<file path="config.mk">
export PLATFORM = sky130hd
export DESIGN_NAME = hazard_ctrl
export DESIGN_NICKNAME = d
export VERILOG_FILES = /design/src/rtl/hazard_pkg.sv /design/src/rtl/sat_counter.sv /design/src/rtl/hazard_ctrl.sv
export SDC_FILE = /design/constraint.sdc
export NUM_CORES = 1
export LEC_CHECK = 0
export ABC_AREA = 1
export CAP_MARGIN = 10
export CORE_MARGIN = 2
export CORE_UTILIZATION = 55
export DETAILED_ROUTE_END_ITERATION = 8
export GPL_TIMING_DRIVEN = 1
export PLACE_DENSITY_LB_ADDON = 0.05
export SLEW_MARGIN = 25
export SYNTH_ARGS = -nofsm -noshare
export SYNTH_HDL_FRONTEND = slang
export SYNTH_SLANG_ARGS = --single-unit
</file>
<file path="constraint.sdc">
create_clock -name clk_i -period 3.18 [get_ports clk_i]
set_input_delay 0.795 -clock clk_i [delete_from_list [all_inputs] [get_ports clk_i]]
set_output_delay 0.795 -clock clk_i [all_outputs]
set_load 0.005 [all_outputs]
</file>
<file path="src/rtl/hazard_pkg.sv">
// Shared types and defaults for the pipeline hazard scheduler.
package hazard_pkg;

  typedef enum logic [1:0] {
    RUN      = 2'd0,
    MEM_WAIT = 2'd1,
    ERROR    = 2'd2
  } hz_state_e;

  localparam int DEF_TIMEOUT = 64;
  localparam int DEF_CNT_W   = 32;

endpackage

</file>
<file path="src/rtl/sat_counter.sv">
// Saturating up-counter with synchronous clear; clear wins over increment.
module sat_counter #(
  parameter int WIDTH = 32
) (
  input  logic             clk_i,
  input  logic             rst_n_i,
  input  logic             inc,
  input  logic             clr,
  output logic [WIDTH-1:0] cnt
);

  always_ff @(posedge clk_i or negedge rst_n_i) begin
    if (!rst_n_i) begin
      cnt <= '0;
    end else if (clr) begin
      cnt <= '0;
    end else if (inc && (cnt != '1)) begin
      cnt <= cnt + WIDTH'(1);
    end
  end

endmodule

</file>
<file path="src/rtl/hazard_ctrl.sv">
// Hazard scheduler for the 5-stage core: load-use stalls, branch flushes,
// and whole-pipeline freeze while data memory is busy, with a wait timeout.
module hazard_ctrl
  import hazard_pkg::*;
#(
  parameter int TIMEOUT = DEF_TIMEOUT,
  parameter int CNT_W   = DEF_CNT_W
) (
  input  logic             clk_i,
  input  logic             rst_n_i,
  input  logic [4:0]       ID_rs_i,
  input  logic [4:0]       ID_rt_i,
  input  logic             ID_uses_rt_i,
  input  logic             EX_MemRead_i,
  input  logic [4:0]       EX_rt_i,
  input  logic             ID_branch_taken_i,
  input  logic             MEM_req_i,
  input  logic             dmem_ready_i,
  input  logic             clr_i,
  output logic             PC_Write_o,
  output logic             IF_ID_Write_o,
  output logic             IF_Flush_o,
  output logic             ID_EX_bubble_o,
  output logic             pipe_en_o,
  output logic             err_o,
  output logic [CNT_W-1:0] stall_cnt_o,
  output logic [CNT_W-1:0] flush_cnt_o
);

  localparam int WC_W = $clog2(TIMEOUT + 1);

  hz_state_e        state_q, state_d;
  logic [WC_W-1:0]  wait_cnt_q, wait_cnt_d;
  logic             load_use;
  logic             freeze;

  assign load_use = EX_MemRead_i && (EX_rt_i != 5'd0) &&
                    ((EX_rt_i == ID_rs_i) || (ID_uses_rt_i && (EX_rt_i == ID_rt_i)));

  assign freeze = ((state_q == RUN) && MEM_req_i && !dmem_ready_i) ||
                  ((state_q == MEM_WAIT) && !dmem_ready_i) ||
                  (state_q == ERROR);

  assign err_o = (state_q == ERROR);

  always_ff @(posedge clk_i or negedge rst_n_i) begin
    if (!rst_n_i) begin
      state_q    <= RUN;
      wait_cnt_q <= '0;
    end else begin
      state_q    <= state_d;
      wait_cnt_q <= wait_cnt_d;
    end
  end

  // ERROR ignores dmem_ready_i; only clr_i releases it.
  always_comb begin
    state_d    = state_q;
    wait_cnt_d = wait_cnt_q;
    unique case (state_q)
      RUN: begin
        if (MEM_req_i && !dmem_ready_i) begin
          state_d    = MEM_WAIT;
          wait_cnt_d = WC_W'(1);
        end
      end
      MEM_WAIT: begin
        if (dmem_ready_i) begin
          state_d    = RUN;
          wait_cnt_d = '0;
        end else if (wait_cnt_q == WC_W'(TIMEOUT)) begin
          state_d = ERROR;
        end else begin
          wait_cnt_d = wait_cnt_q + WC_W'(1);
        end
      end
      ERROR: begin
        if (clr_i) begin
          state_d    = RUN;
          wait_cnt_d = '0;
        end
      end
      default: begin
        state_d    = RUN;
        wait_cnt_d = '0;
      end
    endcase
  end

  // Freeze beats load-use, which beats a taken branch; reset forces all low.
  always_comb begin
    PC_Write_o     = 1'b0;
    IF_ID_Write_o  = 1'b0;
    IF_Flush_o     = 1'b0;
    ID_EX_bubble_o = 1'b0;
    pipe_en_o      = 1'b0;
    if (rst_n_i && !freeze) begin
      pipe_en_o = 1'b1;
      if (load_use) begin
        ID_EX_bubble_o = 1'b1;
      end else begin
        PC_Write_o    = 1'b1;
        IF_ID_Write_o = 1'b1;
        IF_Flush_o    = ID_branch_taken_i;
      end
    end
  end

  sat_counter #(.WIDTH(CNT_W)) u_stall_cnt (
    .clk_i   (clk_i),
    .rst_n_i (rst_n_i),
    .inc     (freeze || load_use),
    .clr     (clr_i),
    .cnt     (stall_cnt_o)
  );

  sat_counter #(.WIDTH(CNT_W)) u_flush_cnt (
    .clk_i   (clk_i),
    .rst_n_i (rst_n_i),
    .inc     (IF_Flush_o),
    .clr     (clr_i),
    .cnt     (flush_cnt_o)
  );

endmodule

</file>
**Word level (Yosys, flattened, before mapping)**

Index checks and enable logic that the tools add are counted.

- Bits of input ports: 23
- Flip-flop bits (word level): 73
- ROM bits: 0
- Bits in writable memories: 0
- Memories kept: 0
- Latch bits: 0
- Word-level logic and storage cells: 61

- Shifts and indexed selects: 0
- Magnitude comparators: 0
- Multipliers: 0
- Eq/ne operators: 11
- Div/mod/pow operators: 0
- Mux-type cells: 21
- Bitwise gates (word level): 0
- Reductions and logical operators: 22
- Add/subtract/negate cells: 3

Operators by type and width:

| operator | number |
|---|---|
| 32-bit two-way mux | 4 |
| 32-bit by 1-bit adder with 32-bit output, second input constant | 2 |
| 32-bit inequality test, second input constant | 2 |
| 7-bit two-way mux | 4 |
| 7-bit case mux with 3 select lines | 1 |
| 5-bit equality test | 2 |
| 1-bit logical AND | 10 |
| 2-bit two-way mux | 4 |
| 7-bit by 1-bit adder with 7-bit output, second input constant | 1 |
| 7-bit equality test, second input constant | 1 |
| 1-bit two-way mux | 7 |
| 2-bit case mux with 3 select lines | 1 |
| 3-bit AND reduction | 2 |
| 5-bit nonzero test | 1 |
| 1-bit logical OR | 4 |
| 2-bit nonzero test | 2 |
| 3-bit by 2-bit inequality test with 1-bit output, second input constant | 1 |
| 3-bit inequality test, second input constant | 1 |
| 2-bit by 1-bit equality test with 1-bit output, second input constant | 1 |
| 2-bit equality test, second input constant | 1 |
| 1-bit zero test | 2 |
| 2-bit zero test | 1 |
| 2-bit by 1-bit inequality test with 1-bit output, second input constant | 1 |
| 2-bit inequality test, second input constant | 1 |

**Logic depth before layout (Yosys ltp)**

Gate-level depths: netlist of the first run.

- Depth in word-level cells: 11
- Mapped depth: 13
- Mapped depth without buffers: 13

**Modules after synthesis**

A second synthesis of the first run with hierarchy kept.

- Cells, all modules: 819
- Area, all modules: 5,286.3 sq um

By module, submodules not included:

| module | area each (sq um) | cells each | instances |
|---|---|---|---|
| sat_counter | 2,243.4 | 345 | 2 |
| hazard_ctrl | 799.5 | 129 | 1 |

**Worst setup path after synthesis of the first run**

No wires, ideal clock.

- Path kind: in2out
- Start point: input MEM_req_i
- End point: output PC_Write_o
- Arrival: 1.591 ns
- Stages on the path: 6
- Slack: 0.794 ns
- Buffers on the path: 1
- Cell sequence: inv_1 -> o21ai_0 -> a21boi_2 -> inv_1 -> a21oi_1 -> buf_4

- Cells in the longest elaborated chain, start to end: 7

Ends and longest elaborated chain:

| what | line | text |
|---|---|---|
| from (decl) | hazard_ctrl.sv:17 | `input logic MEM_req_i,` |
| 1-bit logical AND (2 in a row) | hazard_ctrl.sv:40 | `assign freeze = ((state_q == RUN) && MEM_req_i && !dmem_ready_i) \|\|` |
| 1-bit logical OR | hazard_ctrl.sv:40 |  |
| 1-bit logical OR | hazard_ctrl.sv:41 | `((state_q == MEM_WAIT) && !dmem_ready_i) \|\|` |
| 1-bit zero test | hazard_ctrl.sv:97 | `if (rst_n_i && !freeze) begin` |
| 1-bit logical AND | hazard_ctrl.sv:97 |  |
| 1-bit two-way mux | - |  |
| to (decl) | hazard_ctrl.sv:20 | `output logic PC_Write_o,` |

No other way between the ends.

**Worst setup path after layout of the first run**

- Start point: input EX_rt_i[0]
- End point: output IF_Flush_o

- Cells in the longest elaborated chain, start to end: 6

Ends and longest elaborated chain:

| what | line | text |
|---|---|---|
| from (decl) | hazard_ctrl.sv:15 | `input logic [4:0] EX_rt_i,` |
| 5-bit equality test | hazard_ctrl.sv:38 | `((EX_rt_i == ID_rs_i) \|\| (ID_uses_rt_i && (EX_rt_i == ID_rt_i)));` |
| 1-bit logical AND | hazard_ctrl.sv:38 |  |
| 1-bit logical OR | hazard_ctrl.sv:38 |  |
| 1-bit logical AND * | hazard_ctrl.sv:37 | `assign load_use = EX_MemRead_i && (EX_rt_i != 5'd0) &&` |
| 1-bit two-way mux * | hazard_ctrl.sv:99 | `if (load_use) begin` |
| 1-bit two-way mux * | hazard_ctrl.sv:97 |  |
| to (decl) | hazard_ctrl.sv:22 | `output logic IF_Flush_o,` |

Mark *: on every way between the ends. The rest lies on a longest branch, timed or not.

==> results of run 1 <==
## flip-flops by register name, indices dropped and copies added, names as in the netlist
name	cells
wait_cnt_q	7
u_flush_cnt.cnt	32
u_stall_cnt.cnt	32
state_q	2
## layout by cell type, fill, tap and decap left out, types with 2 or more instances in the layout
cell,n
inv_1,65
nand4_1,18
o21ai_1,2
buf_4,10
dfrtp_1,73
ha_1,4
nand2_4,3
xnor2_1,16
clkinvlp_4,2
clkbuf_8,12
o21ai_2,2
nand3_1,80
nor3_1,16
a21oi_1,5
inv_2,6
o21bai_1,2
nand2_2,5
dlygate4sd2_1,3
nand2_1,278
clkdlybuf4s50_1,84
o21ai_0,17
nor2_1,150
xor2_1,31
nor2_2,5
dlymetal6s2s_1,3
nor3b_1,2
## area by class of cell
| type | instances | area (sq um) | area share |
|---|---|---|---|
| clock buffer | 12 | 165 | 0.0254 |
| clock inverter | 4 | 50.0 | 0.00770 |
| inverter | 71 | 267 | 0.0410 |
| multi-input combinational | 647 | 3030 | 0.467 |
| sequential | 73 | 1830 | 0.281 |
| tap | 129 | 161 | 0.0248 |
| timing repair buffer | 102 | 996 | 0.153 |
## power by group through the flow
| stage | Clock, uW | Sequential (uW) | Combinational, uW |
|---|---|---|---|
| floorplan | 0 | 981 | 167 |
| global placement | 0 | 983 | 267 |
| detailed placement | 0 | 984 | 277 |
| CTS | 795 | 966 | 278 |
| global route | 835 | 969 | 313 |
| finish | 793 | 966 | 278 |
## synth_stat cells, drive strengths merged, types with 2 or more instances
cell / number
a21oi: 6
buf: 14
clkbuf: 12
dfrtp: 73
ha: 4
inv: 71
nand2: 286
nand3: 82
nand4: 19
nor2: 156
nor3: 16
nor3b: 2
o21ai: 21
o21bai: 2
xnor2: 16
xor2: 31
## how the worst min path moves through the flow
| stage | end | slack [ns] | depth (start not counted) |
|---|---|---|---|
| global placement | wait_cnt_q[4] | 0.51 | 1 |
| CTS | wait_cnt_q[4] | 0.55 | 1 |
| floorplan | wait_cnt_q[0] | 0.48 | 2 |
| global route | wait_cnt_q[4] | 0.56 | 1 |
| detailed placement | wait_cnt_q[4] | 0.53 | 1 |
| finish | u_flush_cnt.cnt[19] | 0.55 | 2 |
## per-stage QoR
step / total power (uW) / cell area, sq um / util
after floorplan: 1150 / 5280 / -
after global placement: 1250 / 6270 / 0.676
after detailed placement: 1260 / 6270 / 0.676
after CTS: 2040 / 6490 / 0.699
after global routing: 2120 / 6500 / 0.700
final: 2040 / 6500 / 0.700
## repair_timing
action                     4_1_cts  5_1_grt
resized for setup                7        5
pin swaps                        0        1
setup endpoints to repair        4        3
## worst max-delay path, stage by stage
cell and delay (ns):
clkdlybuf4s50_1 0.48, inv_1 0.08, nand2_1 0.06, nand2_1 0.05, nor2_1 0.11, nand3_1 0.08, nand2_1 0.10, nand2_1 0.09
nand2_1 0.08, nor2_1 0.04, dlygate4sd2_1 0.26
## cell families (layout without fill, tap and decap cells)
group	count (synthesis)	after routing	share of synthesized area
buffers and inverters	97	189	0.0807
AOI/OAI and AO/OA	34	34	0.0377
xor gates and xnor gates	47	47	0.0779
adders and majority gates	4	4	0.00947
DFF	73	73	0.346
and+or+nand+nor	562	562	0.448
## per-layer routing
layer	track usage	vias up	share of wire
met5	0	-	0
met4	0.0646	0	0.0085
met3	0.0451	12	0.073
met2	0.431	225	0.44
met1	0.442	2611	0.47
li1	-	2735	-
==> reports/metrics.cfg, run 1 <==
[yosys]
ys_async_sr_fraction = 1.00
synth_area_leaders = dfrtp_1, nand2_1, nor2_1
synth_area_sq_um = 5280
synth_top_area_frac = 0.346
synth-edff-count = 0
synth-seq-area-share = 0.346
ys_warn_count = 0
ys.flop_type = dfrtp_1
syn_nets = 844
synth.avg_cell_area_sq_um = 6.47
synthCells = 817
yosysUniqueCellTypes = 34
synth-seq-cells = 73
synth_area_leader_cell = dfrtp_1

[route]
ant_nets = 0
routedWlPerCell_microns = 14.2
viasPerCell = 5.38
wl_microns = 14800
vias = 5583
drc = 0
drtPass1Iterations = 5
drt_iter0_markers = 374

[cells_and_area]
fin_nets = 931
final_layout_size_suffix_gt1_frac = 0.0605
syn2layout_area_growth_pct = 23.0
finish.cell_count_without_fillers = 1038
fillCellCount = 873
antenna_cells = 0

[die]
dieHeight_microns = 102
pin_count = 93
die_w_microns = 102
rows = 35
die_area_sq_um = 10400
core_area_sq_um = 9280
start_util = 0.569

[power_and_ir_drop]
pwr-share-clk = 0.389
vdd_drop_max_v = 0.000323
p_int_uw = 1470
power_switching_uw = 566
seq_power_share = 0.474
power.density_nw_per_um2 = 314
p_comb_frac = 0.137
p_leak_uw = 0.00288
netSwitchingFraction = 0.278

[timing]
hold_viol_final = 0
layout_setup_ws_ns = 0.152
hold_ws_ns = 0.548
timing.final.crit_share = 0.952
fmax_mhz = 330
setup_viol = 0
setup-tns-final_ns = 0
slew_viol_final = 0
tightest_slew_ns = 0.674
grt_setup_unrepaired = false
fin_worst_skew_ns = 0.0107
period_needed_ns = 3.03
slew_headroom = 0.551

[outcome]
status = finished clean

[critical_path]
critPathLaunchType = input port
path_class = in2out
endpoint = IF_Flush_o
r2r-start = u_stall_cnt.cnt[0]
r2r_end = u_stall_cnt.cnt[28]
r2r_slack_ns = 0.69
cp_max_fo = 4
ff2ff_path_depth = 11
critPathArrivalTime_ns = 2.23
startpoint = EX_rt_i[0]
required_ns = 2.38
worst_setup_path_end_kind = output pin

[clock_network]
clockBufferDepth = 2
clock_latency_ns = 0.36
numCtsBuffers = 9
ctsHoldBuffers = 0
cts_setup_buffers = 0
cts_tree = built
clk_pin_slew_ns = 0.08
numClockSinks = 73
root_buffer = clkbuf_8
htreeDepth = 3

[placed_design]
gp_congestion = 0.979
port_buffers = 92
dp_cells = 1022
pre_cts_slack_ns = -0.0770
dpl.hpwl_microns = 10700

[job]
maxCapViolCount = 0

[grt]
grt_overflow = 0
grt_first_pass_wirelength_microns = 24000
grt_max_degree = 74
gr-usage-all-layers = 0.289
antenna_found_initial = 0
grt_pass1_vias = 4985

[worst_hold_path]
hp-class = in2async

Power figures use the tool's default switching activity.
==> run 2, diff against run 1 <==
Settings changed: SYNTH_HIERARCHICAL set to 1.
==> reports/metrics.cfg, run 2 <==
[outcome]
status = finished clean  ; unchanged

[cells_and_area]
reg_top3 = u_flush_cnt/cnt x32, u_stall_cnt/cnt x32, wait_cnt_q x7  ; was u_flush_cnt.cnt x32, u_stall_cnt.cnt x32, wait_cnt_q x7
antenna_cells = 0  ; unchanged
fin_nets = 948  ; was 931
final_layout_size_suffix_gt1_frac = 0.0920  ; was 0.0605
finish.cell_count_without_fillers = 1053  ; was 1038
fin_area_sq_um = 6550  ; was 6500 sq um
fin_util = 0.706  ; was 0.700
syn2layout_area_growth_pct = 24.0  ; was 23.0%
mostFrequentLayoutCell = nand2_1  ; unchanged
mostFrequentLayoutCells = nand2_1, nor2_1, clkdlybuf4s50_1  ; unchanged

[yosys]
syn_nets = 846  ; was 844
synth_area_sq_um = 5290  ; was 5280 sq um
synth_area_leader_cell = dfrtp_1  ; unchanged
synth_top_area_frac = 0.346  ; about the same
yosysUniqueCellTypes = 32  ; was 34
synth-seq-cells = 73  ; unchanged
synth-edff-count = 0  ; unchanged
synthCells = 819  ; was 817
synth.avg_cell_area_sq_um = 6.45  ; was 6.47 sq um
synthTopCellsByCount = nand2_1, nor2_1, inv_1, nand3_1, dfrtp_1  ; was nand2_1, nor2_1, nand3_1, dfrtp_1, inv_1
ys_async_sr_fraction = 1.00  ; unchanged
ys_warn_count = 6  ; was 0
ys.flop_type = dfrtp_1  ; unchanged
synth_most_common_cell = nand2_1  ; unchanged
synth_area_leaders = dfrtp_1, nand2_1, nor2_1  ; unchanged
synth-seq-area-share = 0.346  ; about the same

[route]
wl_microns = 14200  ; was 14800 microns
ant_nets = 0  ; unchanged
drtPass1Iterations = 5  ; unchanged
vias = 5596  ; was 5583
routedWlPerCell_microns = 13.5  ; was 14.2 microns
drc = 0  ; unchanged
viasPerCell = 5.31  ; was 5.38
drt_iter0_markers = 339  ; was 374

[grt]
grt_first_pass_wirelength_microns = 23700  ; was 24000 microns
gr-usage-met3 = 0.0424  ; was 0.0451
grt_util_met2 = 0.453  ; was 0.431
grt_util_met1 = 0.399  ; was 0.442
grt_overflow = 0  ; unchanged
grt_pass1_vias = 5190  ; was 4985
gr-usage-all-layers = 0.284  ; was 0.289
grt_max_degree = 50  ; was 74
antenna_found_initial = 0  ; unchanged
grt-busiest-layer = met2  ; was met1

[placed_design]
placed_area_sq_um = 6350  ; was 6270 sq um
gp_congestion = 0.992  ; was 0.979
dp_cells = 1038  ; was 1022
port_buffers = 92  ; unchanged
dpl.hpwl_microns = 10500  ; was 10700 microns
pre_cts_slack_ns = -0.146  ; was -0.0770 ns

[critical_path]
cp_max_fo = 4  ; unchanged
critPathLaunchType = input port  ; unchanged
cpPeakStageDelay_ns = 0.50  ; was 0.48 ns
path_class = in2out  ; unchanged
crit_slowest_cell = clkdlybuf4s50_1  ; unchanged
critPathArrivalTime_ns = 2.25  ; was 2.23 ns
path_cells = clkdlybuf4s50_1, inv_2, nand2_1, nand2_2, o21ai_2, nand2_2, inv_1, clkdlybuf4s50_1  ; was clkdlybuf4s50_1, inv_1, nand2_1, nand2_1, nor2_1, nand3_1, nand2_1, nand2_1, nand2_1, nor2_1, dlygate4sd2_1
critPathTopFamily = buffers and inverters  ; unchanged
worst_setup_path_end_kind = output pin  ; unchanged
required_ns = 2.38  ; about the same
cp_num_buf_inv = 4  ; was 3

[die]
start_util = 0.569  ; about the same
rows = 35  ; unchanged
dieHeight_microns = 102  ; about the same
pin_count = 93  ; unchanged
die_area_sq_um = 10400  ; about the same
die_w_microns = 102  ; about the same
core_area_sq_um = 9280  ; unchanged

[power_and_ir_drop]
power_uw = 2370  ; was 2040 uW
vdd_drop_max_v = 0.000249  ; was 0.000323 V
p_leak_uw = 0.00306  ; was 0.00288 uW
power.density_nw_per_um2 = 361  ; was 314 nW/um^2

[timing]
tightest_slew_ns = 0.624  ; was 0.674 ns
timing.final.crit_share = 0.958  ; was 0.952
slew_headroom = 0.584  ; was 0.551
setup_viol = 0  ; unchanged
fin_worst_skew_ns = 0.0188  ; was 0.0107 ns
slew_viol_final = 0  ; unchanged
fmax_mhz = 328  ; was 330 MHz
period_needed_ns = 3.05  ; was 3.03 ns
grt_setup_unrepaired = false  ; unchanged
hold_viol_final = 0  ; unchanged
layout_setup_ws_ns = 0.133  ; was 0.152 ns

[job]
maxCapViolCount = 0  ; unchanged

[clock_network]
numCtsBuffers = 9  ; unchanged
clock_latency_ns = 0.35  ; was 0.36 ns
root_buffer = clkbuf_8  ; unchanged
cts_tree = built  ; unchanged
clk_pin_slew_ns = 0.09  ; was 0.08 ns
clockBufferDepth = 2  ; unchanged
numClockSinks = 73  ; unchanged
htreeDepth = 3  ; unchanged

[worst_hold_path]
hp-class = in2async  ; unchanged

run 2: cell types whose count changed after synthesis, moves of 7 or more:
cell and change:
nand2_1 +32, o21ai_1 +24, nor3_1 -16, xor2_1 -19, inv_1 +15, clkbuf_1 -8
xnor2_1 -7, nor2_1 -33
run 2: through the flow:
step	hold WS [ns]	setup TNS [ns]
final	0.475	0
after detailed placement	0.543	-0.352
after floorplan	0.499	0
after global placement	0.537	-0.186
after CTS	0.489	0
after global routing	0.492	0
run 2: area by class of cell:
cell class	count	area, sq um
clock buffer	11	141
clock inverter	3	42.5
fill	821	2730
inverter	89	337
multi-input combinational	640	3010
sequential	73	1830
tap	129	161
timing repair buffer	108	1030
run 2: logic make-up (layout without fill, tap and decap cells):
logic type	count (synthesis)	count (layout)	share of synthesized area
flip-flops	73	73	0.346
AND/OR/NAND/NOR	562	562	0.468
buffers and inverters	106	211	0.0883
adder cells (fa/ha/maj)	4	4	0.00947
XOR/XNOR	21	21	0.0348
AO/OA/AOI/OAI	53	53	0.0535
run 2: worst paths after layout:
check	depth (start not counted)	slack [ns]	endpoint	startpoint
setup / recovery	8	0.13	pipe_en_o	dmem_ready_i
max in group asynchronous	3	1.74	u_stall_cnt/cnt[6]	rst_n_i
hold reg to reg	2	0.56	wait_cnt_q[0]	wait_cnt_q[0]
setup reg to reg	11	1.19	u_stall_cnt/cnt[24]	u_stall_cnt/cnt[1]
min in group clk_i	2	0.56	wait_cnt_q[0]	wait_cnt_q[0]
hold / removal	2	0.48	u_stall_cnt/cnt[27]	rst_n_i
run 2: repair_timing:
action,4_1_cts,5_1_grt
buffers inserted,1,0
hold buffers,0,0
hold endpoints to repair,0,0
resized for setup,18,2
endpoints found under the setup margin,4,2
pin swaps,1,0
run 2: metal layers:
metal,part of all wire,routed length (microns)
met1,0.45,6360
met2,0.47,6620
met3,0.076,1080
met4,0.010,147
met5,0,0
run 2: power breakdown:
group | total [uW] | internal [uW] | switching (uW)
logic | 634 | 240 | 394
registers | 1010 | 965 | 45.3
clock network | 723 | 375 | 349
==> run 3, diff against run 2 <==
Settings changed: CORE_MARGIN 2 to unset.
==> reports/metrics.cfg, run 3 (synthesis gave the netlist of run 2 again) <==
[clock_network]
numCtsBuffers = 9  ; unchanged
ctsHoldBuffers = 0  ; unchanged
cts_tree = built  ; unchanged
clk_pin_slew_ns = 0.09  ; about the same
clock_latency_ns = 0.35  ; about the same
clockBufferDepth = 2  ; unchanged
numClockSinks = 73  ; unchanged
htreeDepth = 3  ; unchanged
root_buffer = clkbuf_8  ; unchanged

[timing]
tightest_slew_ns = 0.668  ; was 0.624 ns
fin_worst_skew_ns = 0.0220  ; was 0.0188 ns
slew_headroom = 0.555  ; was 0.584
grt_setup_unrepaired = false  ; unchanged
slew_viol_final = 0  ; unchanged
setup_viol = 0  ; unchanged
fmax_mhz = 328  ; about the same
timing.final.crit_share = 0.958  ; about the same
period_needed_ns = 3.05  ; about the same
hold_viol_final = 0  ; unchanged

[route]
drtPass1Iterations = 5  ; unchanged
routedWlPerCell_microns = 13.4  ; was 13.5 microns
viasPerCell = 5.26  ; was 5.31
wl_microns = 14100  ; was 14200 microns
vias = 5550  ; was 5596
drc = 0  ; unchanged
drt_iter0_markers = 445  ; was 339
ant_nets = 0  ; unchanged

[cells_and_area]
reg_top3 = u_flush_cnt/cnt x32, u_stall_cnt/cnt x32, wait_cnt_q x7  ; unchanged
mostFrequentLayoutCells = nand2_1, nor2_1, clkdlybuf4s50_1  ; unchanged
fin_util = 0.713  ; was 0.706
antenna_cells = 0  ; unchanged
mostFrequentLayoutCell = nand2_1  ; unchanged
syn2layout_area_growth_pct = 25.2  ; was 24.0%
final_layout_size_suffix_gt1_frac = 0.0886  ; was 0.0920
fillCellCount = 815  ; was 821
fin_nets = 948  ; unchanged

[die]
die_w_microns = 100  ; was 102 microns
rows = 35  ; unchanged
pin_count = 93  ; unchanged
die_area_sq_um = 10000  ; was 10400 sq um
start_util = 0.569  ; unchanged
core_area_sq_um = 9280  ; unchanged
dieHeight_microns = 100  ; was 102 microns

[critical_path]
path_class = in2out  ; unchanged
critPathArrivalTime_ns = 2.25  ; about the same
critPathLaunchType = input port  ; unchanged
required_ns = 2.38  ; about the same
cp_max_fo = 3  ; was 4
worst_setup_path_end_kind = output pin  ; unchanged

[power_and_ir_drop]
power.density_nw_per_um2 = 387  ; was 361 nW/um^2
power_uw = 2560  ; was 2370 uW
vdd_drop_max_v = 0.000261  ; was 0.000249 V
p_leak_uw = 0.00310  ; was 0.00306 uW

[job]
maxCapViolCount = 0  ; unchanged

[grt]
grt_pass1_vias = 5146  ; was 5190
grt_first_pass_wirelength_microns = 23400  ; was 23700 microns
grt_overflow = 0  ; unchanged
grt_max_degree = 74  ; was 50
gr-usage-all-layers = 0.291  ; was 0.284
antenna_found_initial = 1  ; was 0

[placed_design]
dpl.hpwl_microns = 10300  ; was 10500 microns
port_buffers = 92  ; unchanged
gp_congestion = 0.973  ; was 0.992

[outcome]
status = finished clean  ; unchanged

[worst_hold_path]
hp-class = reg2reg  ; was in2async

==> run 3: cell count changes in the layout (fill, tap and decap cells not counted), moves of 2 or more <==
cell,before,now
bufinv_16,1,3
clkdlybuf4s50_1,82,85
dlygate4sd2_1,7,4
inv_1,79,82
inv_2,9,6
inv_6,0,2
nand2_1,307,309
nand2_2,10,8
==> run 3: per-stage QoR <==
stage	instance area, sq um	TNS [ns]	instances	setup slack, ns	hold WS (ns)
after floorplan	5290	0	819	0.762	0.499
final	6620	0	1055	0.133	0.570
after detailed placement	6350	-0.428	1038	-0.151	0.544
after CTS	6600	0	1054	0.0268	0.570
after global routing	6620	0	1055	0.0388	0.610
after global placement	6350	-0.178	1038	-0.0480	0.536
==> run 3: worst paths after layout <==
| check | slack (ns) | startpoint | depth (start not counted) | end |
|---|---|---|---|---|
| max in group asynchronous | 2.15 | rst_n_i | 2 | u_stall_cnt/cnt[5] |
| min reg2reg | 0.57 | u_flush_cnt/cnt[31] | 2 | u_flush_cnt/cnt[31] |
| min | 0.57 | u_flush_cnt/cnt[31] | 2 | u_flush_cnt/cnt[31] |
| min in group asynchronous | 0.58 | rst_n_i | 2 | u_stall_cnt/cnt[16] |
| max | 0.13 | EX_rt_i[2] | 11 | IF_Flush_o |
| max reg2reg | 1.13 | u_flush_cnt/cnt[1] | 11 | u_flush_cnt/cnt[30] |
==> run 3: layout make-up <==
type                       instances  area [sq um]  share of cell area
sequential                        73          1830               0.276
clock inverter                     7           124              0.0187
timing repair buffer             108          1040               0.157
inverter                          89           337              0.0509
clock buffer                       9           124              0.0187
tap                              129           161              0.0244
multi-input combinational        640          3000               0.454
==> run 3: metal layers <==
layer	global-route usage	vias up	share of wire	wire (microns)
li1	-	2774	-	-
met1	0.397	2532	0.44	6240
met2	0.480	220	0.46	6570
met3	0.0432	22	0.079	1110
met4	0.0881	2	0.014	204
met5	0	-	0.00092	13
==> run 3: power breakdown <==
group / internal, uW / total, uW / switching (uW)
sequential: 964 / 1010 / 45.5
clock: 531 / 928 / 397
combinational: 240 / 624 / 385
==> run 3: critical path, stage by stage <==
cell,delay (ns)
clkdlybuf4s50_1,0.50
inv_1,0.08
nand2_1,0.06
nand2_1,0.05
nor2_1,0.12
nand3_1,0.08
nand2_1,0.10
nand2_1,0.09
nand2_1,0.07
nor2_1,0.04
dlygate4sd2_1,0.26
==> run 3: repair_timing <==
action | CTS | global route
resized for setup | 9 | 2
setup endpoints to repair | 4 | 2
setup buffers | 0 | 1
pin swaps | 1 | 1
